## src/rtl/perip_wr_arb_if.sv

```systemverilog
// ---------------------------------------------------------------------------
// perip_wr_arb_if
//   Bundles the handshake and bus signals of the peripheral write arbiter.
//
//   Handshake: a requester raises req_i[k] and holds addr_i/data_i slice k
//   stable until it sees gnt_o[k]. The transfer happens on the rising clock
//   edge where req_i[k] & gnt_o[k] are both high. There is no back-pressure
//   after that edge; the outcome of the write is either a write_perip_o
//   strobe or a one-cycle err_o[k] pulse.
//
//   Signals
//     req_i          requester -> arb  per-requester write request
//     addr_i         requester -> arb  byte addresses, slice k = [32k+31:32k]
//     data_i         requester -> arb  write data, same slicing
//     gnt_o          arb -> requester  one-hot grant (IDLE only)
//     bus_write_i    bus -> arb        bus-side register-file write this cycle
//     bus_addr_i     bus -> arb        bus-side byte address
//     write_perip_o  arb -> regfile    peripheral-port write strobe
//     wraddr_perip_o arb -> regfile    peripheral-port byte address
//     data_perip_o   arb -> regfile    peripheral-port write data
//     err_o          arb -> requester  one-cycle "write dropped" pulse
//     state_dbg_o    arb -> observer   FSM state (0 = IDLE, 1 = ISSUE)
//
//   Modports: slave = arbiter side, master = environment side.
// ---------------------------------------------------------------------------
interface perip_wr_arb_if #(
   parameter int NREQ = 4
);
   logic [NREQ-1:0]    req_i;
   logic [NREQ*32-1:0] addr_i;
   logic [NREQ*32-1:0] data_i;
   logic [NREQ-1:0]    gnt_o;
   logic               bus_write_i;
   logic [31:0]        bus_addr_i;
   logic               write_perip_o;
   logic [31:0]        wraddr_perip_o;
   logic [31:0]        data_perip_o;
   logic [NREQ-1:0]    err_o;
   logic               state_dbg_o;

   modport slave (
      input  req_i, addr_i, data_i, bus_write_i, bus_addr_i,
      output gnt_o, write_perip_o, wraddr_perip_o, data_perip_o, err_o,
             state_dbg_o
   );

   modport master (
      output req_i, addr_i, data_i, bus_write_i, bus_addr_i,
      input  gnt_o, write_perip_o, wraddr_perip_o, data_perip_o, err_o,
             state_dbg_o
   );
endinterface

```

## src/rtl/perip_wr_arb.sv

```systemverilog
// ---------------------------------------------------------------------------
// perip_wr_arb
//   Round-robin arbiter funnelling NREQ peripheral write requesters into the
//   single peripheral write port of a SIZE-word register file. A granted
//   write is issued one cycle later unless the bus side is writing the same
//   word that cycle (collision), in which case it stalls; after MAX_HOLD
//   stalled cycles, or immediately for an out-of-range word address, the
//   write is dropped and err_o[winner] pulses for one cycle.
//
//   Ports
//     clk_i  clock, all state on rising edge
//     rst_i  asynchronous active-high reset
//     bus    perip_wr_arb_if.slave (requests, grants, regfile port, errors,
//            FSM state debug)
// ---------------------------------------------------------------------------
module perip_wr_arb #(
   parameter int NREQ     = 4,
   parameter int SIZE     = 10,
   parameter int MAX_HOLD = 15
) (
   input  logic           clk_i,
   input  logic           rst_i,
   perip_wr_arb_if.slave  bus
);

   localparam int IDXW = $clog2(NREQ);

   typedef enum logic {
      IDLE  = 1'b0,
      ISSUE = 1'b1
   } state_t;

   state_t            state_q, state_d;
   logic [IDXW-1:0]   rr_ptr_q;
   logic [IDXW-1:0]   winner_q;
   logic [7:0]        hold_q;
   logic [31:0]       wraddr_q;
   logic [31:0]       wdata_q;

   logic [NREQ-1:0]   gnt;
   logic [IDXW-1:0]   win_idx;
   logic              found;
   logic [IDXW:0]     cand;
   logic              collision;
   logic              range_err;
   logic              write_strobe;
   logic              err_pulse;
   logic              hold_inc;
   logic [NREQ-1:0]   err_vec;

   // Word-granular compare: byte offsets within a word do not matter.
   assign collision = bus.bus_write_i & (bus.bus_addr_i[31:2] == wraddr_q[31:2]);
   assign range_err = (wraddr_q[31:2] >= 30'(SIZE));

   // Round-robin pick: scan from rr_ptr upward with wrap-around. Grants are
   // suppressed while reset is held so gnt_o reads 0 during reset.
   always_comb begin
      gnt     = '0;
      win_idx = '0;
      found   = 1'b0;
      cand    = '0;
      if (state_q == IDLE && !rst_i) begin
         for (int i = 0; i < NREQ; i++) begin
            cand = {1'b0, rr_ptr_q} + (IDXW+1)'(i);
            if (cand >= (IDXW+1)'(NREQ)) begin
               cand = cand - (IDXW+1)'(NREQ);
            end
            if (!found && bus.req_i[cand[IDXW-1:0]]) begin
               found          = 1'b1;
               win_idx        = cand[IDXW-1:0];
               gnt            = '0;
               gnt[win_idx]   = 1'b1;
            end
         end
      end
   end

   // Next-state and issue-phase outputs. Range error wins over collision.
   always_comb begin
      state_d      = state_q;
      write_strobe = 1'b0;
      err_pulse    = 1'b0;
      hold_inc     = 1'b0;
      case (state_q)
         IDLE: begin
            if (found) begin
               state_d = ISSUE;
            end
         end
         ISSUE: begin
            if (range_err) begin
               err_pulse = 1'b1;
               state_d   = IDLE;
            end else if (collision) begin
               if (hold_q == 8'(MAX_HOLD - 1)) begin
                  err_pulse = 1'b1;
                  state_d   = IDLE;
               end else begin
                  hold_inc  = 1'b1;
               end
            end else begin
               write_strobe = 1'b1;
               state_d      = IDLE;
            end
         end
         default: begin
            state_d = IDLE;
         end
      endcase
   end

   always_comb begin
      err_vec = '0;
      if (err_pulse) begin
         err_vec[winner_q] = 1'b1;
      end
   end

   always_ff @(posedge clk_i or posedge rst_i) begin
      if (rst_i) begin
         state_q <= IDLE;
      end else begin
         state_q <= state_d;
      end
   end

   always_ff @(posedge clk_i or posedge rst_i) begin
      if (rst_i) begin
         rr_ptr_q <= '0;
         winner_q <= '0;
         hold_q   <= '0;
         wraddr_q <= '0;
         wdata_q  <= '0;
      end else begin
         if (found) begin
            wraddr_q <= bus.addr_i[win_idx*32 +: 32];
            wdata_q  <= bus.data_i[win_idx*32 +: 32];
            winner_q <= win_idx;
            hold_q   <= '0;
            // Next search starts just past the winner so a requester that
            // keeps req_i high waits behind everyone else pending.
            if (win_idx == IDXW'(NREQ - 1)) begin
               rr_ptr_q <= '0;
            end else begin
               rr_ptr_q <= win_idx + 1'b1;
            end
         end else if (hold_inc) begin
            hold_q <= hold_q + 8'd1;
         end
      end
   end

   assign bus.gnt_o          = gnt;
   assign bus.write_perip_o  = write_strobe;
   assign bus.wraddr_perip_o = wraddr_q;
   assign bus.data_perip_o   = wdata_q;
   assign bus.err_o          = err_vec;
   assign bus.state_dbg_o    = state_q;

endmodule

```

## src/flat_wrapper.sv

```systemverilog
// flat-port wrapper written by rule: the top's interface ports become plain ports
module perip_wr_arb_flat 
#(
   parameter int NREQ     = 4,
   parameter int SIZE     = 10,
   parameter int MAX_HOLD = 15
)
  (clk_i, rst_i, bus_req_i, bus_addr_i, bus_data_i, bus_bus_write_i, bus_bus_addr_i, bus_gnt_o, bus_write_perip_o, bus_wraddr_perip_o, bus_data_perip_o, bus_err_o, bus_state_dbg_o);
  perip_wr_arb_if #(.NREQ(NREQ)) bus_i ();
  input  logic clk_i;
  input  logic rst_i;
  input wire logic [$bits(bus_i.req_i)-1:0] bus_req_i;
  input wire logic [$bits(bus_i.addr_i)-1:0] bus_addr_i;
  input wire logic [$bits(bus_i.data_i)-1:0] bus_data_i;
  input wire logic [$bits(bus_i.bus_write_i)-1:0] bus_bus_write_i;
  input wire logic [$bits(bus_i.bus_addr_i)-1:0] bus_bus_addr_i;
  output wire logic [$bits(bus_i.gnt_o)-1:0] bus_gnt_o;
  output wire logic [$bits(bus_i.write_perip_o)-1:0] bus_write_perip_o;
  output wire logic [$bits(bus_i.wraddr_perip_o)-1:0] bus_wraddr_perip_o;
  output wire logic [$bits(bus_i.data_perip_o)-1:0] bus_data_perip_o;
  output wire logic [$bits(bus_i.err_o)-1:0] bus_err_o;
  output wire logic [$bits(bus_i.state_dbg_o)-1:0] bus_state_dbg_o;
  assign bus_i.req_i = bus_req_i;
  assign bus_i.addr_i = bus_addr_i;
  assign bus_i.data_i = bus_data_i;
  assign bus_i.bus_write_i = bus_bus_write_i;
  assign bus_i.bus_addr_i = bus_bus_addr_i;
  assign bus_gnt_o = bus_i.gnt_o;
  assign bus_write_perip_o = bus_i.write_perip_o;
  assign bus_wraddr_perip_o = bus_i.wraddr_perip_o;
  assign bus_data_perip_o = bus_i.data_perip_o;
  assign bus_err_o = bus_i.err_o;
  assign bus_state_dbg_o = bus_i.state_dbg_o;
  perip_wr_arb #(.NREQ(NREQ), .SIZE(SIZE), .MAX_HOLD(MAX_HOLD)) u_core (.clk_i(clk_i), .rst_i(rst_i), .bus(bus_i));
endmodule
```

## config.mk

```make
export PLATFORM = sky130hd
export DESIGN_NAME = perip_wr_arb_flat
export DESIGN_NICKNAME = d
export VERILOG_FILES = /design/src/rtl/perip_wr_arb_if.sv /design/src/rtl/perip_wr_arb.sv /design/src/flat_wrapper.sv
export SDC_FILE = /design/constraint.sdc
export NUM_CORES = 1
export LEC_CHECK = 0
export CAP_MARGIN = 20
export CORE_AREA = 2 2 143 145
export CTS_BUF_LIST = sky130_fd_sc_hd__clkbuf_2
export DETAILED_ROUTE_END_ITERATION = 16
export DIE_AREA = 0 0 145 147
export PLACE_DENSITY_LB_ADDON = 0.1
export SLEW_MARGIN = 20
export SYNTH_ARGS = -nofsm -noshare
export SYNTH_HDL_FRONTEND = slang
export SYNTH_SLANG_ARGS = --single-unit
```

## constraint.sdc

```tcl
create_clock -name clk_i -period 5.82 [get_ports clk_i]
set_input_delay 1.746 -clock clk_i [delete_from_list [all_inputs] [get_ports clk_i]]
set_output_delay 1.746 -clock clk_i [all_outputs]
set_load 0.005 [all_outputs]
```

==> flow_metrics.env, run 1 <==
export IMPL_ys_types=55
export IMPL_dieHeight_um=147
export IMPL_leakage_nw=4.01
export IMPL_hpwlAfterDp_mm=20.2
export IMPL_cp_end_kind="primary output"
export IMPL_final_common_cell="clkdlybuf4s50_1"
export IMPL_synth_edff_count=0
export IMPL_clk_path_buf_depth=2
export IMPL_hold_class="register to register"
export IMPL_netlist_instances=646
export IMPL_numCtsBuffers=9
export IMPL_status="complete, no violations"
export IMPL_async_flop_share=1.00
export IMPL_core_area_mm2=0.0198
export IMPL_powerDensity_mw_per_mm2=372
export IMPL_p_int_mw=2.20
export IMPL_synth_seq_cells=77
export IMPL_grt_pass1_vias=7012
export IMPL_r2r_setup_slack_ns=2.21
export IMPL_netlist_area_mm2=0.00650
export IMPL_first_pass_iters=6
export IMPL_io_buffers=366
export IMPL_layout_nets=1285
export IMPL_numClockSinks=77
export IMPL_crit_end="bus_gnt_o[2]"
export IMPL_reg2reg_to="u_core.bus.wraddr_perip_o[29]"
export IMPL_min_period_over_period=0.979
export IMPL_drv_cap=0
export IMPL_detail_route_antenna_nets=0
export IMPL_rr_startpoint="u_core.rr_ptr_q[1]"
export IMPL_grt_pass1_wl_mm=42.2
export IMPL_place_area_mm2=0.0103
export IMPL_cp_slowest_cell="clkdlybuf4s50_1"
export IMPL_peakVddDrop_v=0.000231
export IMPL_p_clk_frac=0.068
export IMPL_die_w_um=145
export IMPL_reg2regPathDepth=9
export IMPL_synth_warnings=0
export IMPL_drc=0
export IMPL_grt_usage=0.256
export IMPL_io_pins=369
export IMPL_gp_congestion=0.814
export IMPL_clock_skew_ns=0.0420
export IMPL_cp_arrival_ns=3.95
export IMPL_cp_depth=8
export IMPL_stdcell_area_mm2=0.0105
export IMPL_worstPathCellList="clkdlybuf4s50_1 -> mux4_2 -> nor2b_4 -> a22oi_1 -> nor2_1 -> a221oi_1 -> nor2_1 -> clkdlybuf4s50_1"
export IMPL_drive_gt1_frac=0.159
export IMPL_syn_avg_cell_area_um2=10.1
export IMPL_fmax_ghz=0.175
export IMPL_wl_mm=27.3
export IMPL_switchingPower_mw=1.70
export IMPL_crit_fanout=7
export IMPL_seq_power_share=0.272
export IMPL_path_buf_inv=2
export IMPL_drt_iter0_drc=368
export IMPL_path_delay_family="buffers and inverters"
export IMPL_yosysSeqAreaShare=0.297
export IMPL_worstSetupPathType="input pin to primary output"
export IMPL_fin_cells=1256
export IMPL_startpoint="bus_req_i[2]"
export IMPL_via_per_inst=5.38
export IMPL_grt_max_degree=67
export IMPL_start_kind="input pin"
export IMPL_initial_core_util=0.327
export IMPL_post_place_cells=1236
export IMPL_cts_tree="done"
export IMPL_syn_to_final_growth_pct=61.4
export IMPL_setup_viol=0
export IMPL_cp_slowest_stage_delay_ns=0.54
export IMPL_final_setup_tns_ns=0
export IMPL_htreeDepth=3
export IMPL_slew_headroom=0.519
export IMPL_detail_route_wl_per_cell_um=21.8
export IMPL_cts_root_buffer="clkbuf_2"
export IMPL_grt_remaining_overflow=0
export IMPL_critical_path_required_ns=4.07
export IMPL_synth_fp_nets=951
export IMPL_switching_share=0.436
export IMPL_layout_min_cycle_time_ns=5.70
export IMPL_antenna_found_initial=1
export IMPL_final_hold_viol_count=0
export IMPL_dominantRegCellSynth="dfrtp_1"
export IMPL_grt_setup_unrepaired="false"
export IMPL_comb_power_share=0.660
export IMPL_num_vias=6760
export IMPL_rows=52
export IMPL_fp_dieArea_mm2=0.0213
export IMPL_clock_latency_ns=0.57
export IMPL_clkTransAtPathRegs_ns=0.19
export IMPL_setup_slack_ns=0.120
export IMPL_place_ws_ns=-0.363
export IMPL_slew_violations=0
export IMPL_worst_pin_slew_ns=0.721
export IMPL_final_cell_mix="362 x clkdlybuf4s50_1, 77 x dfrtp_1, 73 x inv_1"
-- through the flow --
step | hold slack, ns | total power [mW] | util
3_5_place_dp | 0.506 | 3.64 | 0.520
3_3_place_gp | 0.502 | 3.62 | 0.520
2_1_floorplan | 0.472 | 2.50 | -
4_1_cts | 0.530 | 3.92 | 0.527
6_report | 0.531 | 3.90 | 0.528
5_1_grt | 0.570 | 4.17 | 0.528
-- power by group through the flow --
stage               registers [mW]  logic (mW)  clock network (mW)
floorplan                    0.988        1.51                   0
global placement              1.07        2.55                   0
detailed placement            1.06        2.57                   0
CTS                           1.06        2.58               0.282
global route                  1.10        2.77               0.299
finish                        1.06        2.57               0.266
-- state kept, by name, indices dropped and copies added (netlist names) --
signal and flops:
u_core.bus.wraddr_perip_o 32, u_core.bus.state_dbg_o 1, u_core.rr_ptr_q 2, u_core.bus.data_perip_o 32, u_core.winner_q 2, u_core.hold_q 8
-- cells by family after synthesis --
kind of cell,Yosys count,share of synthesized area
and+or+nand+nor,76,0.0639
xor gates and xnor gates,30,0.0404
muxes,76,0.157
AOI/OAI and AO/OA,233,0.317
buffers and inverters,144,0.106
adders and majority gates,10,0.0193
DFF,77,0.297
-- area by class of cell --
cell class              count  area (um^2)
multi-input cells         425         3960
inverters                  74          279
repair buffers            393         3890
clock buffers              10         50.0
well taps                 270          338
flip-flops and latches     77         1930
diodes                      1         2.50
fillers                  1818         9360
clock inverters             6         38.8
-- layer usage --
layer | routed length [um] | track usage | vias to the layer above
li1 | - | - | 3222
met1 | 11300 | 0.322 | 3217
met2 | 13400 | 0.430 | 270
met3 | 1760 | 0.0528 | 51
met4 | 907 | 0.102 | 0
met5 | 0 | 0 | -
-- synthesized netlist by cell type, types with 2 or more instances --
master | instances | area (um^2)
nor2_1 | 17 | 63.8
mux4_2 | 2 | 45.0
buf_8 | 2 | 30.0
inv_1 | 74 | 278
a21oi_1 | 9 | 45.0
buf_2 | 25 | 125
nand3_1 | 8 | 40.0
clkbuf_1 | 31 | 116
o221ai_1 | 64 | 561
buf_4 | 6 | 45.0
ha_1 | 10 | 125
buf_12 | 3 | 60.1
a21boi_0 | 2 | 15.0
o21ai_0 | 6 | 30.0
nor4_1 | 8 | 50.1
o221a_2 | 26 | 293
nand4_1 | 12 | 75.1
o211ai_1 | 65 | 488
mux2_4 | 38 | 571
nor2b_1 | 2 | 12.5
nand2_1 | 10 | 37.5
or4_1 | 4 | 30.0
a221oi_1 | 4 | 35.0
o31ai_1 | 4 | 30.0
o221a_1 | 38 | 428
xnor2_1 | 30 | 263
a22oi_1 | 4 | 30.0
dfrtp_1 | 77 | 1930
mux2_2 | 29 | 327
nor3_1 | 4 | 20.0
mux2i_1 | 5 | 50.1
buf_6 | 3 | 33.8
a32oi_1 | 2 | 17.5
-- worst reg2reg max path, cell delays in order, from the launching register on --
cell	delay, ns
dfrtp_1	0.60
inv_1	0.21
ha_1	0.53
mux4_2	0.45
buf_4	0.18
o21ba_4	0.47
o22ai_4	0.15
buf_12	0.23
mux2_2	0.53
o221a_2	0.23
-- timing repair --
action	in CTS	in global routing
gates resized for setup	9	4
hold buffers	0	0
hold endpoints to repair	0	0
pin swaps	5	2
setup buffers	1	2
endpoints found under the setup margin	4	4
-- worst min-delay path by stage --
stage                     slack (ns)               end             start  depth (start not counted)
after floorplan                 0.47  u_core.hold_q[6]  u_core.hold_q[6]                          1
after global placement          0.50  u_core.hold_q[6]  u_core.hold_q[6]                          1
after detailed placement        0.51  u_core.hold_q[6]  u_core.hold_q[6]                          1
after CTS                       0.53  u_core.hold_q[6]  u_core.hold_q[6]                          1
after global routing            0.57  u_core.hold_q[6]  u_core.hold_q[6]                          1
final                           0.53  u_core.hold_q[6]  u_core.hold_q[6]                          1
(Power assumes the default switching activity.)
==> inputs of run 2 (changes only) <==
==> constraint.sdc (replaced) <==
create_clock -name clk_i -period 5.82 [get_ports clk_i]
set_input_delay 1.746 -clock clk_i [delete_from_list [all_inputs] [get_ports clk_i]]
set_output_delay 1.746 -clock clk_i [all_outputs]
set_load 0.1 [all_outputs]
==> run 2 against run 1 <==
Clock skew fell by 0.0033 ns. Global-route usage barely moved. Largest power group unchanged. Clock power rose by 48%.
==> flow_metrics.env, run 2 (same netlist as run 1, synthesis figures left out) <==
export IMPL_status="complete, no violations"
export IMPL_grt_pass1_wl_mm=42.1
export IMPL_cp_slowest_cell="clkdlybuf4s50_1"
export IMPL_drt_iter0_drc=340
export IMPL_stdcell_area_mm2=0.0106
export IMPL_ctsHoldBuffers=0
export IMPL_num_vias=6790
export IMPL_layout_nets=1278
export IMPL_fmax_ghz=0.174
export IMPL_io_pins=369
export IMPL_dieHeight_um=147
export IMPL_drv_cap=0
export IMPL_antenna_found_initial=1
export IMPL_layout_min_cycle_time_ns=5.74
export IMPL_hold_class="register to register"
export IMPL_slew_headroom=0.300
export IMPL_cts_setup_buffers=0
export IMPL_worstSetupPathType="input pin to primary output"
export IMPL_reg2regPathDepth=9
export IMPL_min_path_cells=1
export IMPL_post_place_cells=1232
export IMPL_grt_max_degree=78
export IMPL_cts_root_buffer="clkbuf_2"
export IMPL_via_per_inst=5.44
export IMPL_wl_mm=27.5
export IMPL_worstPathCellList="clkdlybuf4s50_1 -> xnor2_1 -> nand4_1 -> nor4_2 -> buf_4 -> nand3b_1 -> a21oi_1 -> nor3b_2 -> buf_12"
export IMPL_core_area_mm2=0.0198
export IMPL_slew_violations=0
export IMPL_hpwlAfterDp_mm=20.0
export IMPL_powerDensity_mw_per_mm2=548
export IMPL_worst_pin_slew_ns=1.05
export IMPL_syn_to_final_growth_pct=62.9
export IMPL_clock_skew_ns=0.0387
export IMPL_htreeDepth=3
export IMPL_switchingPower_mw=3.47
export IMPL_cp_arrival_ns=3.99
export IMPL_detail_route_wl_per_cell_um=22.0
export IMPL_final_cell_mix="357 x clkdlybuf4s50_1, 77 x dfrtp_1, 73 x inv_1"
export IMPL_path_buf_inv=3
export IMPL_die_w_um=145
export IMPL_cp_depth=9
export IMPL_grt_usage=0.255
export IMPL_drive_gt1_frac=0.161
export IMPL_grt_setup_unrepaired="false"
export IMPL_detail_route_antenna_nets=0
export IMPL_comb_power_share=0.751
export IMPL_seq_power_share=0.182
export IMPL_first_pass_iters=5
export IMPL_numClockSinks=77
export IMPL_cp_slowest_stage_delay_ns=0.42
export IMPL_initial_core_util=0.327
export IMPL_multi_input_comb_area_mm2=0.00393
export IMPL_peakVddDrop_v=0.000327
export IMPL_cts_tree="done"
export IMPL_seqCellArea_mm2=0.00193
export IMPL_cp_end_kind="primary output"
export IMPL_p_clk_frac=0.068
export IMPL_crit_fanout=3
export IMPL_critical_path_required_ns=4.07
export IMPL_rows=52
export IMPL_fp_dieArea_mm2=0.0213
export IMPL_final_common_cell="clkdlybuf4s50_1"
export IMPL_p_int_mw=2.33
export IMPL_path_delay_family="simple AND/OR/NAND/NOR gates"
export IMPL_clk_path_buf_depth=2
export IMPL_r2r_setup_slack_ns=2.14
export IMPL_n_fill_cell=1822
export IMPL_grt_remaining_overflow=0
export IMPL_grt_pass1_vias=6980
export IMPL_fin_cells=1248
export IMPL_leakage_nw=4.01
export IMPL_io_buffers=366
export IMPL_clkTransAtPathRegs_ns=0.21
export IMPL_setup_viol=0
export IMPL_clock_latency_ns=0.59
export IMPL_switching_share=0.597
export IMPL_final_hold_viol_count=0
export IMPL_numCtsBuffers=9
export IMPL_min_period_over_period=0.985
export IMPL_place_area_mm2=0.0104
export IMPL_start_kind="input pin"
export IMPL_gp_congestion=0.841
export IMPL_drc=0
==> run 2: cell types whose count changed in the layout (fill, tap and decap cells not counted), moves of 3 or more <==
cell,delta
bufinv_16,+3
clkdlybuf4s50_1,-5
buf_4,-10
buf_12,+11
==> run 2: through the flow <==
step	power, mW	setup TNS (ns)	util	setup slack, ns	hold WS, ns
finish	5.80	0	0.533	0.0847	0.528
global route	6.05	0	0.533	0.00390	0.549
CTS	5.82	0	0.533	0.0369	0.533
detailed placement	5.41	-0.0224	0.525	-0.0224	0.501
global placement	5.40	-0.128	0.525	-0.0779	0.494
floorplan	4.22	-0.445	-	-0.148	0.472
==> run 2: routing by layer <==
layer  up-vias  wire [um]  global-route usage
met3        46       1800              0.0640
met1      3257      11400               0.314
met4         0        753              0.0901
met5         -          0                   0
li1       3198          -                   -
met2       289      13600               0.437
==> run 2: worst register-to-register path: stages (launching register included) <==
cell,delay [ns]
dfrtp_1,0.59
inv_1,0.23
ha_1,0.52
mux4_2,0.47
nor2b_4,0.22
nor2_4,0.07
o22ai_4,0.52
buf_4,0.37
mux2_2,0.40
o221a_2,0.23
==> run 2: cell type report <==
type / count / area share
inverters: 74 / 0.0266
clock inverters: 5 / 0.00946
repair buffers: 386 / 0.374
diodes: 1 / 0.000236
clock buffers: 10 / 0.00473
multi-input cells: 425 / 0.371
flip-flops and latches: 77 / 0.182
well taps: 270 / 0.0319
==> run 2: power groups by stage <==
stage / Sequential [mW] / Combinational (mW) / Clock [mW]
after floorplan: 2.61 / 1.60 / 0
after global placement: 1.06 / 4.34 / 0
after detailed placement: 1.06 / 4.36 / 0
after CTS: 1.05 / 4.36 / 0.407
after global routing: 1.09 / 4.54 / 0.423
final: 1.05 / 4.35 / 0.393
==> run 2: path summary, 6_finish.rpt <==
path / startpoint / to
worst max-delay path: bus_bus_addr_i[5] / bus_err_o[0]
worst min-delay path: u_core.hold_q[6] / u_core.hold_q[6]
worst max register to register: u_core.rr_ptr_q[1] / u_core.bus.wraddr_perip_o[9]
worst min register to register: u_core.hold_q[6] / u_core.hold_q[6]
max in group asynchronous: rst_i / u_core.bus.data_perip_o[3]
min in group asynchronous: rst_i / u_core.bus.wraddr_perip_o[10]
==> run 2: repair_timing <==
action	4_1_cts	5_1_grt
gates resized for setup	1	2
endpoints found under the setup margin	1	2
pin swaps	0	1
==> inputs of run 3 (changes only) <==
--- a/config.mk
+++ b/config.mk
@@ -6,12 +6,11 @@
 export NUM_CORES = 1
 export LEC_CHECK = 0
 export CAP_MARGIN = 20
-export CORE_AREA = 2 2 143 145
+export CORE_AREA = 5 5 142 144
 export CTS_BUF_LIST = sky130_fd_sc_hd__clkbuf_2
 export DETAILED_ROUTE_END_ITERATION = 16
-export DIE_AREA = 0 0 145 147
+export DIE_AREA = 0 0 147 149
 export PLACE_DENSITY_LB_ADDON = 0.1
-export SLEW_MARGIN = 20
 export SYNTH_ARGS = -nofsm -noshare
 export SYNTH_HDL_FRONTEND = slang
 export SYNTH_SLANG_ARGS = --single-unit
==> run 3 against run 2 <==
Clock skew grew 0.012 ns. Worst hold slack gained 0.0040 ns. Setup slack gained 0.034 ns. Count of clock-buffer cells in the layout is the same. Clock power shrank 22%. Flip-flop and latch count is the same. Combinational power is essentially flat. First-iteration DRC count shrank 12%. Critical endpoint is now bus_err_o[1].
==> flow_metrics.env, run 3 (same netlist as run 1, synthesis figures left out) <==
export IMPL_cp_end_kind="primary output"
export IMPL_core_area_mm2=0.0186
export IMPL_status="complete, no violations"
export IMPL_final_setup_tns_ns=0
export IMPL_drv_cap=0
export IMPL_num_vias=6705
export IMPL_layout_min_cycle_time_ns=5.70
export IMPL_final_common_cell="clkdlybuf4s50_1"
export IMPL_total_power_mw=5.68
export IMPL_critical_path_required_ns=4.07
export IMPL_htreeDepth=3
export IMPL_grt_pass1_wl_mm=41.5
export IMPL_slew_headroom=0.300
export IMPL_cts_tree="done"
export IMPL_grt_pass1_vias=6896
export IMPL_gp_congestion=0.808
export IMPL_cts_setup_buffers=0
export IMPL_rows=50
export IMPL_grt_setup_unrepaired="false"
export IMPL_numClockSinks=77
export IMPL_fmax_ghz=0.175
export IMPL_peakVddDrop_v=0.000272
export IMPL_clk_path_buf_depth=2
export IMPL_worstPathCellList="clkdlybuf4s50_1 -> xnor2_2 -> nand4_1 -> nor4_1 -> buf_4 -> nand3b_1 -> a211oi_1 -> nor2b_2 -> buf_12"
export IMPL_path_delay_family="simple AND/OR/NAND/NOR gates"
export IMPL_io_pins=369
export IMPL_final_hold_viol_count=0
export IMPL_start_kind="input pin"
export IMPL_initial_core_util=0.350
export IMPL_final_cell_mix="357 x clkdlybuf4s50_1, 77 x dfrtp_1, 73 x inv_1"
export IMPL_leakage_nw=3.96
export IMPL_worstSetupPathType="input pin to primary output"
export IMPL_antenna_found_initial=1
export IMPL_cp_slowest_stage_delay_ns=0.44
export IMPL_worst_pin_slew_ns=1.05
export IMPL_cp_arrival_ns=3.96
export IMPL_dieHeight_um=149
export IMPL_place_ws_ns=0.0797
export IMPL_drt_iter0_drc=299
export IMPL_die_w_um=147
export IMPL_via_per_inst=5.54
export IMPL_numCtsBuffers=9
export IMPL_io_buffers=366
export IMPL_min_period_over_period=0.980
export IMPL_grt_max_degree=72
export IMPL_hpwlAfterDp_mm=20.6
export IMPL_drive_gt1_frac=0.155
export IMPL_n_fill_cell=1665
export IMPL_setup_slack_ns=0.119
export IMPL_detail_route_wl_per_cell_um=22.9
export IMPL_cts_root_buffer="clkbuf_2"
export IMPL_slew_violations=0
export IMPL_first_pass_iters=5
export IMPL_drc=0
export IMPL_setup_viol=0
export IMPL_clkTransAtPathRegs_ns=0.20
export IMPL_layout_nets=1275
export IMPL_powerDensity_mw_per_mm2=544
export IMPL_fp_dieArea_mm2=0.0219
export IMPL_cp_slowest_cell="clkdlybuf4s50_1"
export IMPL_clock_skew_ns=0.0505
export IMPL_wl_mm=27.7
export IMPL_detail_route_antenna_nets=0
export IMPL_crit_fanout=3
export IMPL_hold_class="register to register"
export IMPL_grt_remaining_overflow=0
export IMPL_syn_to_final_growth_pct=60.8
export IMPL_clock_latency_ns=0.57
export IMPL_grt_usage=0.243
export IMPL_path_buf_inv=3
run 3: worst paths after layout:
check	startpoint	to	slack (ns)	cells after the start
setup / recovery	bus_bus_addr_i[8]	bus_err_o[1]	0.12	9
hold / removal	u_core.hold_q[6]	u_core.hold_q[6]	0.53	1
setup reg to reg	u_core.rr_ptr_q[0]	u_core.rr_ptr_q[1]	1.79	8
hold reg to reg	u_core.hold_q[6]	u_core.hold_q[6]	0.53	1
max in group asynchronous	rst_i	u_core.winner_q[1]	3.08	4
min in group asynchronous	rst_i	u_core.bus.wraddr_perip_o[17]	1.75	3
run 3: worst register-to-register path: stages (launching register included):
cell	delay, ns
dfrtp_1	0.80
inv_1	0.33
ha_1	0.56
mux4_2	0.46
o21ba_4	0.54
o22a_2	0.62
buf_12	0.31
o211ai_1	0.13
a21boi_0	0.16
run 3: layout make-up:
cell class	instances	area [um^2]	area share
Antenna cell	1	2.50	0.000240
Clock buffer	10	50.0	0.00479
Clock inverter	6	53.8	0.00515
Inverter	74	282	0.0269
Multi-Input combinational cell	425	3920	0.375
Sequential cell	77	1930	0.184
Tap cell	234	293	0.0280
Timing Repair Buffer	383	3920	0.375
run 3: where the power goes:
group          internal, mW  leakage, nW  switching [mW]
clock network        0.0960       0.0644           0.210
logic                  1.37         3.01            2.96
registers             0.769        0.894           0.281
total                  2.23         3.96            3.45
run 3: timing repair:
action                     4_1_cts  5_1_grt
hold buffers                     0        0
gates resized for setup          0        1
setup endpoints to repair        0        2
run 3: metrics by stage:
stage | hold slack [ns] | cell area (um^2) | std cells | utilization
after floorplan | 0.472 | 6510 | 646 | -
after global placement | 0.498 | 10300 | 1193 | 0.556
after detailed placement | 0.511 | 10300 | 1193 | 0.556
after CTS | 0.535 | 10400 | 1209 | 0.562
after global routing | 0.569 | 10400 | 1210 | 0.562
final | 0.532 | 10400 | 1210 | 0.562
run 3: per-layer routing:
metal  share of wire  wire length (um)  global-route usage  up-vias
met5               0                 0                   0        -
met2            0.49             13500               0.404      274
met1            0.41             11400               0.306     3192
met3           0.074              2040              0.0632       44
li1                -                 -                   -     3195
met4           0.029               805              0.0857        0
